## src/rtl/load_store_unit.sv

```systemverilog
// Load/store unit: byte-addressed LDR/STR{,B,H} onto a word-addressed memory, sub-word stores via read-modify-write.
// Latency: fault 1 cycle, load/word store 2, sub-word store 3 (Req to Done); Req is only sampled while Ready=1.
module load_store_unit #(
  parameter int MEM_DEPTH = 8
) (
  input  logic        CLK,
  input  logic        RESETn,
  input  logic        Req,
  input  logic        Write,
  input  logic [1:0]  Size,
  input  logic        SignExt,
  input  logic [31:0] Addr,
  input  logic [31:0] WData,
  output logic        Ready,
  output logic        Done,
  output logic        Fault,
  output logic [31:0] RData,
  output logic [31:0] MemAddress,
  output logic [31:0] MemWriteData,
  output logic        MemWrite,
  input  logic [31:0] MemReadData
);

  localparam logic [2:0] S_IDLE      = 3'd0;
  localparam logic [2:0] S_LOAD      = 3'd1;
  localparam logic [2:0] S_STORE     = 3'd2;
  localparam logic [2:0] S_RMW_READ  = 3'd3;
  localparam logic [2:0] S_RMW_WRITE = 3'd4;

  logic [2:0]  r_state;
  logic [1:0]  r_size;
  logic        r_sext;
  logic [1:0]  r_lane;
  logic [15:0] r_wdata;
  logic [31:0] r_maddr;
  logic [31:0] r_mwdata;
  logic [31:0] r_rdata;
  logic        r_done;
  logic        r_fault;

  logic [31:0] w_idx;
  logic        w_fault;
  logic [7:0]  w_byte;
  logic [15:0] w_half;
  logic [31:0] w_load;
  logic [31:0] w_merge;

  assign w_idx = {2'b00, Addr[31:2]};

  always_comb begin
    w_fault = 1'b0;
    if (Size == 2'b11) w_fault = 1'b1;
    if (Size == 2'b01 && Addr[0]) w_fault = 1'b1;
    if (Size == 2'b10 && Addr[1:0] != 2'b00) w_fault = 1'b1;
    if (w_idx >= 32'(MEM_DEPTH)) w_fault = 1'b1;
  end

  // Lane extraction for loads and lane replacement for sub-word stores share the latched byte offset.
  always_comb begin
    w_byte  = MemReadData[{r_lane, 3'b000} +: 8];
    w_half  = r_lane[1] ? MemReadData[31:16] : MemReadData[15:0];
    case (r_size)
      2'b00:   w_load = {{24{r_sext & w_byte[7]}}, w_byte};
      2'b01:   w_load = {{16{r_sext & w_half[15]}}, w_half};
      default: w_load = MemReadData;
    endcase
    w_merge = MemReadData;
    if (r_size == 2'b00) w_merge[{r_lane, 3'b000} +: 8] = r_wdata[7:0];
    else                 w_merge[{r_lane[1], 4'b0000} +: 16] = r_wdata;
  end

  always_ff @(posedge CLK) begin
    if (!RESETn) begin
      r_state  <= S_IDLE;
      r_size   <= 2'b00;
      r_sext   <= 1'b0;
      r_lane   <= 2'b00;
      r_wdata  <= 16'h0;
      r_maddr  <= 32'h0;
      r_mwdata <= 32'h0;
      r_rdata  <= 32'h0;
      r_done   <= 1'b0;
      r_fault  <= 1'b0;
    end else begin
      r_done  <= 1'b0;
      r_fault <= 1'b0;
      case (r_state)
        S_IDLE: begin
          if (Req) begin
            r_size  <= Size;
            r_sext  <= SignExt;
            r_lane  <= Addr[1:0];
            r_wdata <= WData[15:0];
            r_maddr <= w_idx;
            if (w_fault) begin
              r_done  <= 1'b1;
              r_fault <= 1'b1;
            end else if (!Write) begin
              r_state <= S_LOAD;
            end else if (Size == 2'b10) begin
              r_state  <= S_STORE;
              r_mwdata <= WData;
            end else begin
              r_state <= S_RMW_READ;
            end
          end
        end
        S_LOAD: begin
          r_rdata <= w_load;
          r_done  <= 1'b1;
          r_state <= S_IDLE;
        end
        S_STORE: begin
          r_done  <= 1'b1;
          r_state <= S_IDLE;
        end
        S_RMW_READ: begin
          r_mwdata <= w_merge;
          r_state  <= S_RMW_WRITE;
        end
        S_RMW_WRITE: begin
          r_done  <= 1'b1;
          r_state <= S_IDLE;
        end
        default: r_state <= S_IDLE;
      endcase
    end
  end

  // Gating by RESETn keeps an in-flight store from committing on the reset edge.
  assign MemWrite     = RESETn & ((r_state == S_STORE) | (r_state == S_RMW_WRITE));
  assign Ready        = (r_state == S_IDLE);
  assign Done         = r_done;
  assign Fault        = r_fault;
  assign RData        = r_rdata;
  assign MemAddress   = r_maddr;
  assign MemWriteData = r_mwdata;

endmodule

```

## config.mk

```make
export PLATFORM = sky130hd
export DESIGN_NAME = load_store_unit
export DESIGN_NICKNAME = d
export VERILOG_FILES = /design/src/rtl/load_store_unit.sv
export SDC_FILE = /design/constraint.sdc
export NUM_CORES = 1
export LEC_CHECK = 0
export CAP_MARGIN = 20
export CELL_PAD_IN_SITES_DETAIL_PLACEMENT = 1
export CELL_PAD_IN_SITES_GLOBAL_PLACEMENT = 1
export CORE_AREA = 2 2 155 142
export DETAILED_ROUTE_END_ITERATION = 10
export DIE_AREA = 0 0 157 144
export PLACE_DENSITY_LB_ADDON = 0.1
export SKIP_CTS_REPAIR_TIMING = 1
export SLEW_MARGIN = 0
export SYNTH_ARGS = -nofsm -noshare
export SYNTH_HDL_FRONTEND = slang
export SYNTH_SLANG_ARGS = --single-unit
```

## constraint.sdc

```tcl
create_clock -name CLK -period 2.25 [get_ports CLK]
set_input_delay 0.45 -clock CLK [delete_from_list [all_inputs] [get_ports CLK]]
set_output_delay 0.45 -clock CLK [all_outputs]
set_load 0.005 [all_outputs]
```

Word-level counts from Yosys, hierarchy flattened
Cells that the tools add are included.

word-level totals
  register bits after elaboration = 120
  input bits = 103
  output and inout port bits = 100
  word-level logic and storage cells = 67

operators by class
  add/subtract/negate cells = 2
  magnitude comparators = 1
  equality and inequality tests = 12
  shift operators = 5
  muxes and demuxes = 22
  bitwise logic cells = 4
  reduce and logical (&&, ||, !) cells = 11

operators by type and width
  cell                                                                                  number
  32-bit 2-to-1 mux                                                                     5
  32-bit one-hot mux with 2 select lines                                                2
  32-bit bitwise mux                                                                    2
  16-bit by 7-bit variable shift with 32-bit output, first input constant               1
  8-bit by 7-bit variable shift with 32-bit output, first input constant                1
  16-bit by 7-bit variable part select with 32-bit output                               1
  32-bit by 6-bit variable part select with 8-bit output                                1
  8-bit by 7-bit variable part select with 32-bit output                                1
  30-bit by 4-bit greater-or-equal comparator with 1-bit output, second input constant  1
  16-bit 2-to-1 mux                                                                     1
  5-bit negation with 7-bit output                                                      2
  1-bit 2-to-1 mux                                                                      7
  3-bit by 2-bit equality test with 1-bit output, second input constant                 2
  3-bit 2-to-1 mux                                                                      2
  2-bit != test, second input constant                                                  3
  3-bit one-hot mux with 2 select lines                                                 1
  2-bit AND reduction                                                                   3
  5-bit AND reduction                                                                   1
  2-bit by 1-bit equality test with 1-bit output, second input constant                 2
  2-bit equality test, second input constant                                            2
  2-bit nonzero test                                                                    2
  1-bit AND                                                                             3
  3-bit by 1-bit equality test with 1-bit output, second input constant                 1
  3-bit equality test, second input constant                                            1
  other kinds (8)                                                                       9

Longest topological paths before layout
  word-level depth = 8
  mapped depth = 9
  gate-level depth less buffers = 7

Least setup slack after synthesis
Ideal clock, no wire load.

  path type = register to register
  start point = reg r_lane[1]
  end point = reg r_mwdata[10] (netlist: MemWriteData[10])
  library setup time = 0.070 ns
  data arrival time = 2.189 ns
  data required time = 2.180 ns
  path slack = -0.009 ns
  stages on the path, launching flop included = 10
  path buffers = 2
  clock period less this slack = 2.259 ns
  cells stage by stage = dfxtp_1 buf_2 inv_1 clkbuf_1 ha_1 nand2_1 nor3_1 a221o_1 a22oi_1 a21oi_1

between the ends
  cells in the longest elaborated chain, start to end = 5
  elaborated cells on any way between the ends = 10
  classes of those cells = add/sub: 2; shift: 4; mux: 4

ends and longest elaborated chain
  element                                                                                RTL line  RTL
  start: declaration                                                                     33        logic [1:0] r_lane;
  start signal: assignment                                                               92        r_lane <= Addr[1:0];
  5-bit negation with 7-bit output (on tied branches)                                    69, 68
  16-bit by 7-bit variable part select with 32-bit output, or another cell as far along  69        else w_merge[{r_lane[1], 4'b0000} +: 16] = r_wdata;
  32-bit bitwise mux (on tied branches)                                                  69, 68
  32-bit 2-to-1 mux *                                                                    68        if (r_size == 2'b00) w_merge[{r_lane, 3'b000} +: 8] = r_wdata[7:0];
  32-bit one-hot mux with 2 select lines *                                               87        case (r_state)
  end signal: assignment                                                                 102       r_mwdata <= WData;
  end signal: assignment                                                                 118       r_mwdata <= w_merge;
  end: declaration                                                                       36        logic [31:0] r_mwdata;

Every way passes the cells marked *; elsewhere a longest branch is shown, timed or not.
A chain may end at the register's enable or synchronous reset.

Worst setup path in the final report
  start point = reg r_state[0]
  end point = out Ready

between the ends
  cells in the longest elaborated chain, start to end = 1

ends and longest elaborated chain
  element                   RTL line  RTL
  start: declaration        30        logic [2:0] r_state;
  start signal: assignment  74        r_state <= S_IDLE;
  start signal: assignment  99        r_state <= S_LOAD;
  start signal: assignment  101       r_state <= S_STORE;
  3-bit logical NOT         132       assign Ready = (r_state == S_IDLE);
  end: declaration          14        output logic Ready,

No other way between the ends.

==> results.yml <==
synthesis:
  syn_inst: 754
  synth.avg_cell_area_um2: 8.20
  yosys_register_bits: 120
  synth-edff-count: 0
  seq_area_frac_synth_pct: 38.9
  ys_warn_count: 0
  synth_ff_type: "dfxtp_1"
  async_flop_share_pct: 0
  ys_types: 46
  synth.cell_area_um2: 6180
power_and_ir_drop:
  ir_drop_uv: 478
  powerDensity_nw_per_um2: 623
  leakage_nw: 3.48
  power_w: 0.00579
floorplanning:
  start_util_pct: 29.3
  io_pins: 203
  die-area_um2: 22600
  fp.dieH_um: 144
  die_width_um: 157
  fp.coreArea_um2: 21100
  row_count: 51
place:
  place_area_um2: 8680
  post-place-ws_ns: -0.260
  port_buffers: 200
  dp_hpwl_mm: 18.8
  place_congestion: 0.838
layout:
  fin_util_pct: 44.0
  fin_nets: 1054
  layout_commonest_cell: "clkdlybuf4s50_1"
  final_cell_mix: "clkdlybuf4s50_1 (199), nand2_1 (155), dfxtp_1 (118)"
  fin_area_um2: 9300
  area_delta_synth_final_pct: 50.4
  drive_gt1_share_pct: 10.4
  fillers: 2471
global_route:
  met3_usage_pct: 5.06
  grtUsageTotal_pct: 22.9
  grt_max_degree: 121
  use_met1_pct: 31.0
  grt_pass1_vias: 6840
  overflow: 0
  grt_pass1_wl_mm: 39.5
  use_met2_pct: 37.0
  antenna_found_initial: 1
  grt_busiest_layer: "met2"
worst_hold_path:
  hold_class: "reg2reg"
setup_path:
  worst-r2r-setup-slack_ns: 0.23
  worstPathRequired_ns: 1.80
  crit_type: "reg2out"
  critPathMaxFanout: 7
  cp-end-kind: "primary output"
  arrival_ns: 1.82
  startpoint_type: "register"
timing:
  fmax_mhz: 441
  tightestPinTransition_ns: 0.668
  finalMaxSlewViolations: 0
  setup_violations: 1
  skew_ns: 0.0101
  finalHoldViolCount: 0
  fin_crit_ns: 2.27
  min_period_over_period_pct: 101
  rsz0062_at_grt: "true"
  fin_ws_ns: -0.0151
  slew-limit-headroom_pct: 54.8
clock_network:
  numCtsBuffers: 17
  insertion_delay_ns: 0.42
  numClockSinks: 120
  cts_tree: "done"
  clockBufferDepth: 2
  cts_max_level: 4
  clk_pin_slew_ns: 0.06
  cts-root-buf: "clkbuf_16"
detailed_routing:
  num_vias: 6636
  first_iter_violations: 408
  finalWirelength_mm: 25.9
  firstDrtPassIters: 5
  ant_nets: 0
  wl_per_cell_um: 20.7
  via_per_inst: 5.30
  drc: 0
flow_run:
  cap_violations: 0
run_status:
  status: "finished, violations left"
  violations: "setup timing"
-- kinds of logic (layout without fill, tap and decap cells) --
logic type / count (synthesis) / after routing / share of synthesized area (%)
adders and majority gates: 5 / 5 / 1.01
AOI/OAI and AO/OA: 295 / 295 / 33.0
and+or+nand+nor: 212 / 212 / 15.0
other: 1 / 3 / 0.0607
xor gates and xnor gates: 2 / 2 / 0.283
DFF: 120 / 120 / 38.9
muxes: 38 / 38 / 6.46
buffers and inverters: 81 / 285 / 5.40
-- sequential cells by signal (all words and copies together), names as in the netlist, 2 cells and up --
name / cells
r_state: 3
r_size: 2
RData: 32
MemWriteData: 32
r_wdata: 16
r_lane: 2
MemAddress: 30
-- area by class of cell --
class	instances	area, um2	share of cell area [%]
clock inverter	14	151	1.63
tap	291	364	3.92
antenna	1	2.50	0.0269
sequential	120	2400	25.9
clock buffer	18	439	4.72
inverter	8	30.0	0.323
multi-input combinational	554	3480	37.5
timing repair buffer	245	2420	26.0
-- power by group --
group | switching [W] | internal (W) | leakage (nW) | total [W]
logic | 0.000420 | 0.000430 | 2.23 | 0.000850
clock network | 0.00106 | 0.00166 | 0.275 | 0.00272
registers | 0.0000470 | 0.00218 | 0.977 | 0.00222
-- worst max-delay path, stage by stage (launching register included) --
cell             delay (ns)
dfxtp_1                0.31
buf_4                  0.16
nor3_1                 0.32
clkdlybuf4s50_1        0.61
-- per-layer routing --
layer	wire (um)	share of wire, %
met4	293	1.1
met3	1600	6.2
met2	12000	46
met5	0	0
met1	12000	46
-- cells in the mapped netlist (all sizes together) (6+ instances only) --
| library cell | count | area (um2) |
|---|---|---|
| nand3 | 6 | 30.0 |
| o21ai | 26 | 130 |
| a22oi | 35 | 263 |
| o31ai | 32 | 240 |
| a21oi | 91 | 455 |
| inv | 6 | 22.5 |
| buf | 18 | 97.6 |
| a21boi | 56 | 420 |
| mux2i | 32 | 320 |
| nor3 | 8 | 45.0 |
| nand2 | 156 | 586 |
| nor2 | 16 | 60.1 |
| dfxtp | 120 | 2400 |
| clkbuf | 55 | 206 |
| nor4 | 7 | 50.1 |
| a221o | 32 | 320 |
-- through the flow --
| step | hold slack (ns) | instances | TNS, ns |
|---|---|---|---|
| after global routing | 0.493 | 1251 | -0.205 |
| after floorplan | 0.456 | 755 | -0.157 |
| final | 0.462 | 1251 | -0.0151 |
| after CTS | 0.466 | 1250 | -0.786 |
| after detailed placement | 0.458 | 1218 | -11.19 |
| after global placement | 0.450 | 1218 | -8.65 |
-- worst paths after layout --
check	startpoint	end	cells after the start
hold reg to reg	MemAddress[16]	MemAddress[16]	2
setup / recovery	r_state[0]	Ready	3
setup reg to reg	r_lane[1]	MemWriteData[5]	8
hold / removal	MemAddress[16]	MemAddress[16]	2
Power figures use the tool's default switching activity.
